==> src/rtl/fixedpoint_multiplier_seq_pkg.sv <==
// Shared definitions for the sequential sign-magnitude fixed-point multiplier
// and the fixed-point blocks that reuse its saturation stage.
//   DEF_N / DEF_Q : default word width and fractional-bit count
//   mag_w()       : magnitude width for a given word width (N-1)
//   mag_max()     : saturation magnitude for a given word width (2^(N-1)-1)
//   fsm_state_t   : multiplier control states
package fixedpoint_multiplier_seq_pkg;

    localparam int DEF_N = 8;
    localparam int DEF_Q = 4;

    typedef enum logic [1:0] {
        ST_IDLE = 2'd0,
        ST_BUSY = 2'd1,
        ST_DONE = 2'd2
    } fsm_state_t;

    function automatic int mag_w(input int n);
        return n - 1;
    endfunction

    function automatic longint mag_max(input int n);
        return (longint'(1) << (n - 1)) - 1;
    endfunction

endpackage

==> src/rtl/fixedpoint_multiplier_seq_mag_saturate.sv <==
// fixedpoint_mag_saturate: turns a double-width unsigned magnitude product into
// an N-bit sign-magnitude word in the same Q format as the operands.
//   acc  : 2(N-1)-bit raw magnitude product (2Q fractional bits)
//   sign : sign of the result before zero canonicalisation
//   c    : sign-magnitude result; a zero magnitude always carries sign 0
//   ovf  : 1 when the shifted magnitude did not fit and was clamped
module fixedpoint_mag_saturate
    import fixedpoint_multiplier_seq_pkg::*;
#(
    parameter int N = DEF_N,
    parameter int Q = DEF_Q
) (
    input  logic [2*(N-1)-1:0] acc,
    input  logic               sign,
    output logic [N-1:0]       c,
    output logic               ovf
);

    localparam int MAG_W = mag_w(N);
    localparam int ACC_W = 2 * MAG_W;

    logic [ACC_W-1:0] m;
    logic [MAG_W-1:0] mag;

    always_comb begin
        // Dropping the Q low bits truncates toward zero in magnitude.
        m   = acc >> Q;
        // Anything above the magnitude field means m exceeds MAG_MAX.
        ovf = |m[ACC_W-1:MAG_W];
        mag = ovf ? {MAG_W{1'b1}} : m[MAG_W-1:0];
        c   = {sign & (|mag), mag};
    end

endmodule

==> src/rtl/fixedpoint_multiplier_seq.sv <==
// fixedpoint_multiplier_seq: shift-and-add multiplier for N-bit sign-magnitude
// fixed-point operands, one multiplier bit per clock (latency N from accept).
//   i_clk   : clock, rising edge
//   i_rst   : synchronous active-high reset, aborts any operation
//   i_start : request; accepted only while o_ready=1
//   i_a/i_b : operands, sampled on the accept edge
//   o_ready : idle and able to accept
//   o_valid : one-cycle pulse, new o_c/o_ovf
//   o_c     : saturated sign-magnitude product, held between results
//   o_ovf   : saturation flag for o_c, held between results
//
// state | meaning
// IDLE  | ready; start latches operands and clears acc/counter
// BUSY  | one multiplier bit per edge, LSB first, N-1 edges
// DONE  | register the saturated result and pulse o_valid
module fixedpoint_multiplier_seq
    import fixedpoint_multiplier_seq_pkg::*;
#(
    parameter int N = DEF_N,
    parameter int Q = DEF_Q
) (
    input  logic         i_clk,
    input  logic         i_rst,
    input  logic         i_start,
    input  logic [N-1:0] i_a,
    input  logic [N-1:0] i_b,
    output logic         o_ready,
    output logic         o_valid,
    output logic [N-1:0] o_c,
    output logic         o_ovf
);

    localparam int MAG_W = mag_w(N);
    localparam int ACC_W = 2 * MAG_W;
    localparam int CNT_W = $clog2(N);
    localparam logic [CNT_W-1:0] CNT_LAST = CNT_W'(MAG_W - 1);

    fsm_state_t       state, state_nx;
    logic [MAG_W-1:0] a_mag, b_mag;
    logic             sign_q;
    logic [ACC_W-1:0] acc, addend;
    logic [CNT_W-1:0] cnt;
    logic [N-1:0]     sat_c;
    logic             sat_ovf;

    fixedpoint_mag_saturate #(.N(N), .Q(Q)) u_sat (
        .acc  (acc),
        .sign (sign_q),
        .c    (sat_c),
        .ovf  (sat_ovf)
    );

    always_comb begin
        addend = {{MAG_W{1'b0}}, a_mag} << cnt;
    end

    always_comb begin
        state_nx = state;
        o_ready  = 1'b0;
        case (state)
            ST_IDLE: begin
                o_ready = 1'b1;
                if (i_start) state_nx = ST_BUSY;
            end
            ST_BUSY: begin
                if (cnt == CNT_LAST) state_nx = ST_DONE;
            end
            ST_DONE: begin
                state_nx = ST_IDLE;
            end
            default: begin
                state_nx = ST_IDLE;
            end
        endcase
    end

    always_ff @(posedge i_clk) begin
        if (i_rst) begin
            state   <= ST_IDLE;
            a_mag   <= '0;
            b_mag   <= '0;
            sign_q  <= 1'b0;
            acc     <= '0;
            cnt     <= '0;
            o_valid <= 1'b0;
            o_c     <= '0;
            o_ovf   <= 1'b0;
        end else begin
            state   <= state_nx;
            o_valid <= 1'b0;
            case (state)
                ST_IDLE: begin
                    if (i_start) begin
                        a_mag  <= i_a[N-2:0];
                        b_mag  <= i_b[N-2:0];
                        sign_q <= i_a[N-1] ^ i_b[N-1];
                        acc    <= '0;
                        cnt    <= '0;
                    end
                end
                ST_BUSY: begin
                    if (b_mag[cnt]) acc <= acc + addend;
                    cnt <= cnt + CNT_W'(1);
                end
                ST_DONE: begin
                    o_c     <= sat_c;
                    o_ovf   <= sat_ovf;
                    o_valid <= 1'b1;
                end
                default: ;
            endcase
        end
    end

endmodule

==> config.mk <==
export PLATFORM = sky130hd
export DESIGN_NAME = fixedpoint_multiplier_seq
export DESIGN_NICKNAME = d
export VERILOG_FILES = /design/src/rtl/fixedpoint_multiplier_seq_pkg.sv /design/src/rtl/fixedpoint_multiplier_seq_mag_saturate.sv /design/src/rtl/fixedpoint_multiplier_seq.sv
export SDC_FILE = /design/constraint.sdc
export NUM_CORES = 1
export LEC_CHECK = 0
export CORE_MARGIN = 4
export CORE_UTILIZATION = 55
export CTS_BUF_LIST = sky130_fd_sc_hd__clkbuf_16
export DETAILED_ROUTE_END_ITERATION = 12
export PLACE_DENSITY = 0.89
export RECOVER_POWER = 25
export SLEW_MARGIN = 40
export SYNTH_ARGS = -nofsm -noshare
export SYNTH_HDL_FRONTEND = slang
export SYNTH_SLANG_ARGS = --single-unit
==> constraint.sdc <==
create_clock -name i_clk -period 6.9 [get_ports i_clk]
set_clock_uncertainty 0.15 [all_clocks]
set_input_delay 2.07 -clock i_clk [delete_from_list [all_inputs] [get_ports i_clk]]
set_output_delay 2.07 -clock i_clk [all_outputs]
set_load 0.1 [all_outputs]
==> results of run 1 <==
[worst min-delay path: cells and delay by family, from the launching register on]
| family | cells | cell delay (ns) |
|---|---|---|
| flops | 1 | 0.31 |
| simple gates | 1 | 0.05 |
| compound gates | 1 | 0.05 |
[cell usage after synthesis (all sizes together), types with 2 or more instances]
cell type,n,area (um2)
a31oi,3,18.8
inv,8,30.0
nand3,11,55.1
nand4b,3,26.3
nor2b,4,25.0
ha,15,188
a32o,2,20.0
a211oi,3,22.5
nand3b,2,15.0
a21o,5,37.5
buf,4,23.8
clkbuf,13,48.8
nor3,12,60.1
o211ai,2,15.0
o21a,6,45.0
and3,3,18.8
a21oi,34,170
or3,6,37.5
dfxtp,44,881
nor2,32,120
nand2,60,225
mux2i,8,80.1
o21ai,13,65.1
nand2b,6,37.5
xnor2,5,43.8
nor3b,2,15.0
o22ai,3,18.8
and2,3,18.8
mux2,2,22.5
nor4,3,18.8
[state kept, by name, indices dropped and copies added (netlist names)]
signal   count
a_mag        7
o_valid      1
o_c          8
o_ovf        1
b_mag        7
cnt          3
acc         14
state        2
sign_q       1
[through the flow]
stage | cells | utilization
2_1_floorplan | 330 | -
3_3_place_gp | 395 | 0.640
3_5_place_dp | 395 | 0.628
4_1_cts | 403 | 0.667
5_1_grt | 403 | 0.666
6_report | 403 | 0.666
[layer usage]
layer,routed length (um),track usage
met1,2460,0.245
met2,2980,0.362
met3,333,0.0438
met4,101,0.0605
met5,0,0
[cells in the final DEF, fill, tap and decap left out, types with 5 or more instances in the layout]
cell             count
a21oi_1             34
nand2_1             60
a21o_1               5
o21a_1               6
dfxtp_1             44
or3_1                6
nor2_1              32
o21ai_0             12
clkdlybuf4s50_1     17
nor3_1              12
nand2b_1             6
buf_2               11
inv_1                8
ha_1                15
xnor2_1              5
clkbuf_16            5
mux2i_1              8
nand3_1             11
[final timing paths]
| path | from | end | slack [ns] | depth (start not counted) |
|---|---|---|---|---|
| setup reg to reg | cnt[1]$_SDFFE_PP0P_ | acc[12]$_SDFFE_PP0P_ | 3.35 | 10 |
| hold reg to reg | b_mag[0]$_SDFFE_PP0P_ | b_mag[0]$_SDFFE_PP0P_ | 0.30 | 2 |
| setup / recovery | i_rst | acc[13]$_SDFFE_PP0P_ | 1.96 | 5 |
| hold / removal | b_mag[0]$_SDFFE_PP0P_ | b_mag[0]$_SDFFE_PP0P_ | 0.30 | 2 |
[cell families (layout without fill, tap and decap cells)]
logic type / after synthesis / count (layout) / synth area share
buffers and inverters: 25 / 46 / 0.0405
XOR/XNOR: 5 / 5 / 0.0173
adder cells (fa/ha/maj): 16 / 16 / 0.0819
multiplexers: 11 / 11 / 0.0493
flip-flops: 44 / 44 / 0.347
AO/OA/AOI/OAI: 79 / 79 / 0.190
AND/OR/NAND/NOR: 150 / 150 / 0.273
[layout make-up]
class / count / area (um2) / share of cell area
tap: 52 / 65.1 / 0.0221
timing repair buffer: 30 / 239 / 0.0813
inverter: 8 / 30.0 / 0.0102
clock inverter: 3 / 46.3 / 0.0158
multi-input combinational: 261 / 1550 / 0.528
sequential: 44 / 881 / 0.300
clock buffer: 5 / 125 / 0.0426
[power breakdown]
group	switching, uW	internal [uW]
logic	44.3	30.7
registers	8.30	261
clock network	101	172
==> out/results.tsv, run 1 <==
metric	value	unit
status	complete, but fails checks	
violations	max-capacitance violations, max-slew violations	
die_h	75.9	um
path_buf_inv	2	
placed_area	0.00277	mm2
rows	24	
dr.pass1.iters	5	
critPathKind	in -> reg	
max_freq	202	MHz
grt_pass1_wl	9950	um
drt_wl_total	5870	um
crit_required	6.92	ns
nNetsFinal	385	
peakVddDrop	0.135	mV
pin_count	30	
synth_cells	330	
post_cts_buffers	0	
grt-ovfl-total	0	
critPathArrivalTime	4.96	ns
start_util	0.575	
via_count	2386	
worst_slew_pin_slew	1.88	ns
area_growth	15.9	%
setup_viol	0	
gp_congestion	0.905	
slew_viol_final	46	
crit_path_start_kind	input pin	
pwr_density_cell	210	mW/mm2
grt_max_degree	46	
dr.first_iter.drc_count	182	
ys_seq_area_frac	0.347	
period_share	0.716	
die_w	75.9	um
dieArea	0.00576	mm2
core_area	0.00441	mm2
clock-root-buffer	clkbuf_16	
fin_tns_setup	0	ns
first_global_vias	2237	
post-route-min-period	4.94	ns
dp_hpwl	4210	um
ys_ff_latch	44	
grt_usage	0.204	
hold_viol_final	0	
holdWs	0.302	ns
clock_sinks	44	
io_buffers	29	
antennaDiodeCount	0	
cts_tree	yes	
drive_gt1_frac	0.0655	
ctsResizeCount	0	
syn_avg_cell_area	7.69	um2
cts_made_buffers	5	
antenna_left	0	
synth_edf_count	0	
maxSlewHeadroom	-0.252	
ctsLongestPathBuffers	2	
ctsHoldBuffers	0	
synthDistinctLibCells	46	
rsz0062_at_grt	no	
clk_pin_slew_worst_paths	0.06	ns
syn-cell-area	0.00254	mm2
cp_max_fo	45	
htree_levels	2	
drc	0	
insertion_delay	0.28	ns
slowest_stage	clkbuf_1	
p_leak	0.00120	uW
hp-class	reg -> reg	
yosys_warnings	0	
crit_chain	dlygate4sd3_1, clkbuf_1, nor3_1, and3_1, a211o_1	
crit_path_end_kind	flip-flop	
grt_antenna_before_repair	0	
maxCapViolCount	1	
synth_fp_nets	365	
wl_per_cell	14.6	um
fillers	385	
fin_area	0.00294	mm2
crit_family	buffers and inverters	
pre_cts_slack	2.73	ns
layout_setup_ws	1.96	ns
avgViaCountPerCell	5.92	
ys.flop_type	dfxtp_1	
total_power	618	uW
postSynth.asyncResetShare	0	
slowest_delay	1.34	ns
No activity file was read; power rests on OpenSTA's default activity.
==> run 2: changes to the inputs <==
Clock period 6.9 ns to 5.1 ns, I/O delays scaled along.
==> out/results.tsv, run 2 (synthesis gave the netlist of run 1 again) <==
metric	value	unit	change
start_util	0.575		unchanged
area_growth	15.9	%	about the same
regMostFlops	acc		
period_share	0.822		
die_h	75.9	um	unchanged
core_area	0.00441	mm2	unchanged
hold_viol_final	0		unchanged
dr.pass1.iters	4		-1
clk_pin_slew_worst_paths	0.07	ns	about the same
placed_area	0.00277	mm2	unchanged
final_cell_mix	60 x nand2_1, 44 x dfxtp_1, 34 x a21oi_1, 32 x nor2_1, 17 x clkdlybuf4s50_1		
antennaDiodeCount	0		unchanged
antenna_left	0		unchanged
crit_required	5.13	ns	-1.79 ns
ctsLongestPathBuffers	2		unchanged
first_global_vias	2225		-0.54%
crit_path_end_kind	flip-flop		
status	complete, but fails checks		
ctsHoldBuffers	0		unchanged
pwr_density_cell	284	mW/mm2	+35%
cts_made_buffers	5		unchanged
wl_per_cell	14.3	um	-1.6%
worst_slew_pin_slew	1.85	ns	-0.0304 ns
grt_usage	0.203		-0.00109
rsz0062_at_grt	no		
fin_area	0.00294	mm2	about the same
peakVddDrop	0.167	mV	+23%
post_cts_buffers	0		unchanged
avgViaCountPerCell	5.84		-1.4%
die_w	75.9	um	unchanged
drive_gt1_frac	0.0655		unchanged
maxCapViolCount	1		unchanged
gp_congestion	0.928		+2.6%
grt_pass1_wl	9830	um	-1.2%
dr.first_iter.drc_count	139		-24%
largest_reg_flops	14		unchanged
final_common_cell	nand2_1		
clock-root-buffer	clkbuf_16		
rows	24		unchanged
grt-ovfl-total	0		unchanged
nNetsFinal	385		unchanged
drc	0		unchanged
critPathArrivalTime	4.22	ns	-0.74 ns
crit_path_start_kind	input pin		
violations	max-capacitance violations, max-slew violations		
cts_tree	yes		
insertion_delay	0.29	ns	about the same
slew_viol_final	45		-2.2%
max_freq	239	MHz	
clock_sinks	44		unchanged
top_regs	acc: 14 flops, o_c: 8 flops		
fin_tns_setup	0	ns	unchanged
cp_max_fo	44		-2.2%
via_count	2352		-1.4%
drt_wl_total	5780	um	-1.6%
hp-class	reg -> reg		
ctsResizeCount	0		unchanged
grt_antenna_before_repair	0		unchanged
setup_viol	0		unchanged
p_leak	0.00120	uW	+0.30%
critPathKind	in -> reg		
pin_count	30		unchanged
dp_hpwl	4240	um	+0.71%
maxSlewHeadroom	-0.232		+0.0203
grt_max_degree	45		-2.2%
post-route-min-period	4.19	ns	
htree_levels	2		unchanged
dieArea	0.00576	mm2	unchanged
io_buffers	29		unchanged
## run 2: cell count changes in the layout (fill, tap and decap cells not counted)
cell and delta:
inv_6 -1, clkinvlp_4 -1, clkinv_4 +2
## run 2: power by group
group          switching (uW)  total, uW  internal [uW]
Sequential               11.5        365            354
Clock                     139        371            233
Combinational            58.0       99.4           41.4
Total                     208        836            628
## run 2: path summary, 6_finish.rpt
kind / to / slack [ns] / start / cells after the start
max reg2reg: acc[10]$_SDFFE_PP0P_ / 1.65 / cnt[1]$_SDFFE_PP0P_ / 10
max: acc[13]$_SDFFE_PP0P_ / 0.91 / i_rst / 4
min: o_c[7]$_SDFFE_PP0P_ / 0.30 / o_c[7]$_SDFFE_PP0P_ / 2
min reg2reg: o_c[7]$_SDFFE_PP0P_ / 0.30 / o_c[7]$_SDFFE_PP0P_ / 2
## run 2: worst max-delay path, cell delays in order
cell and delay (ns):
dlygate4sd3_1 0.56, clkbuf_1 1.33, nor2_1 0.39, a211o_1 0.39
## run 2: metrics by stage
| step | hold slack [ns] | util | setup WS (ns) | total power [uW] | cells |
|---|---|---|---|---|---|
| after global placement | 0.293 | 0.640 | 1.53 | 468 | 395 |
| after global routing | 0.325 | 0.666 | 0.725 | 869 | 403 |
| after detailed placement | 0.292 | 0.628 | 1.50 | 471 | 395 |
| final | 0.298 | 0.666 | 0.908 | 836 | 403 |
| after CTS | 0.301 | 0.667 | 1.69 | 841 | 403 |
| after floorplan | 0.286 | - | 1.79 | 442 | 330 |
## run 2: final cells by class
| type | count | area, um2 |
|---|---|---|
| Sequential cell | 44 | 881 |
| Clock buffer | 5 | 125 |
| Timing Repair Buffer | 30 | 239 |
| Tap cell | 52 | 65.1 |
| Fill cell | 357 | 1470 |
| Inverter | 8 | 30.0 |
| Multi-Input combinational cell | 261 | 1550 |
| Clock inverter | 3 | 47.5 |
## run 2: layer usage
metal	track usage	vias to the layer above	wire (um)
met5	0	-	0
met4	0.0801	0	110
met3	0.0474	12	343
met2	0.335	67	2810
met1	0.255	1068	2510
li1	-	1205	-
==> run 3: changes to the inputs <==
Clock period 5.1 ns to 4.2 ns, I/O delays scaled along.
==> out/results.tsv, run 3 (synthesis gave the netlist of run 1 again) <==
metric	value	unit	change
pin_count	30		unchanged
period_share	0.805		
grt-ovfl-total	0		unchanged
final_common_cell	nand2_1		
io_buffers	29		unchanged
final_cell_mix	60 x nand2_1, 44 x dfxtp_1, 34 x a21oi_1, 32 x nor2_1, 17 x clkdlybuf4s50_1		
dr.pass1.iters	4		unchanged
clock-root-buffer	clkbuf_16		
p_int	758	uW	+21%
insertion_delay	0.29	ns	about the same
fillers	375		+5.0%
post-route-min-period	3.38	ns	
grt_pass1_wl	9960	um	+1.3%
fin_util	0.666		about the same
post_cts_buffers	0		unchanged
grt_max_degree	45		unchanged
fin_area	0.00294	mm2	about the same
clock_sinks	44		unchanged
area_growth	15.8	%	about the same
die_w	75.9	um	unchanged
top_regs	acc: 14 flops, o_c: 8 flops		
max_freq	296	MHz	
rsz0062_at_grt	no		
first_global_vias	2206		-0.85%
rows	24		unchanged
dieArea	0.00576	mm2	unchanged
hp-class	reg -> reg		
comb_power_share	0.121		+0.002
clkPwrFrac	0.438		-0.006
drc	0		unchanged
wl_per_cell	14.6	um	+1.9%
cts_made_buffers	5		unchanged
start_util	0.575		unchanged
status	finished, final reports clean		
drt_wl_total	5890	um	+1.9%
pwr_density_cell	342	mW/mm2	+20%
worst_slew_pin_slew	0.857	ns	-0.991 ns
clk_pin_slew_worst_paths	0.06	ns	about the same
ctsHoldBuffers	0		unchanged
peakVddDrop	0.249	mV	+49%
antenna_left	0		unchanged
critPathArrivalTime	3.41	ns	-0.81 ns
nNetsFinal	385		unchanged
regMostFlops	acc		
antennaDiodeCount	0		unchanged
cp_max_fo	17		-61%
crit_path_end_kind	flip-flop		
dr.first_iter.drc_count	153		+10%
slew_viol_final	0		-100%
grt_antenna_before_repair	0		unchanged
ctsResizeCount	0		unchanged
gp_congestion	0.856		-7.7%
crit_required	4.23	ns	-0.90 ns
crit_path_start_kind	flip-flop		
setup_viol	0		unchanged
placed_area	0.00277	mm2	about the same
avgViaCountPerCell	5.88		+0.77%
switching_share	0.245		-0.00366
total_power	1000	uW	+20%
htree_levels	2		unchanged
hold_viol_final	0		unchanged
ctsLongestPathBuffers	2		unchanged
cts_tree	yes		
via_count	2370		+0.77%
drive_gt1_frac	0.0655		unchanged
dp_hpwl	4330	um	+2.1%
switchingPower	247	uW	+18%
p_leak	0.00120	uW	+0.45%
core_area	0.00441	mm2	unchanged
maxSlewHeadroom	0.428		+0.660
die_h	75.9	um	unchanged
largest_reg_flops	14		unchanged
fin_tns_setup	0	ns	unchanged
power_frac_seq	0.442		+0.005
grt_usage	0.206		+0.00252
maxCapViolCount	0		-1
critPathKind	reg -> reg		
## run 3: power by group through the flow
stage	Clock [uW]	Combinational (uW)	Sequential (uW)
2_1_floorplan	0	91.1	445
6_report	440	121	443
3_3_place_gp	0	117	452
4_1_cts	441	121	443
5_1_grt	462	135	445
3_5_place_dp	0	120	453
## run 3: critical path, stage by stage, from the launching register on
cell and delay, ns:
dfxtp_1 0.70, mux2i_1 0.30, o22ai_1 0.11, and2_1 0.21
ha_1 0.32, nor2b_1 0.16, o31a_1 0.27, o31ai_1 0.30
a21oi_1 0.12, or3_1 0.38, a32o_1 0.25
## run 3: final timing paths
| check | startpoint | endpoint | slack [ns] | cells past startpoint |
|---|---|---|---|---|
| setup / recovery | cnt[1]$_SDFFE_PP0P_ | acc[12]$_SDFFE_PP0P_ | 0.82 | 10 |
| hold / removal | o_c[7]$_SDFFE_PP0P_ | o_c[7]$_SDFFE_PP0P_ | 0.30 | 2 |
| setup reg to reg | cnt[1]$_SDFFE_PP0P_ | acc[12]$_SDFFE_PP0P_ | 0.82 | 10 |
| hold reg to reg | o_c[7]$_SDFFE_PP0P_ | o_c[7]$_SDFFE_PP0P_ | 0.30 | 2 |
## run 3: stage by stage
| step | hold WS [ns] | worst slack (ns) | instances |
|---|---|---|---|
| after detailed placement | 0.298 | 0.865 | 395 |
| after global placement | 0.291 | 0.919 | 395 |
| after global routing | 0.323 | 0.515 | 403 |
| final | 0.303 | 0.817 | 403 |
| after CTS | 0.306 | 0.837 | 403 |
| after floorplan | 0.286 | 1.07 | 330 |
## run 3: final cells by class
| type | instances | area, um2 | area share |
|---|---|---|---|
| clock inverter | 3 | 38.8 | 0.0132 |
| multi-input combinational | 261 | 1550 | 0.529 |
| inverter | 8 | 30.0 | 0.0102 |
| timing repair buffer | 30 | 245 | 0.0835 |
| tap | 52 | 65.1 | 0.0221 |
| clock buffer | 5 | 125 | 0.0426 |
| sequential | 44 | 881 | 0.300 |
## run 3: layer usage
| layer | wire (um) | GRT usage |
|---|---|---|
| met3 | 299 | 0.0581 |
| met2 | 2970 | 0.369 |
| met1 | 2500 | 0.235 |
| met5 | 0 | 0 |
| met4 | 114 | 0.0587 |
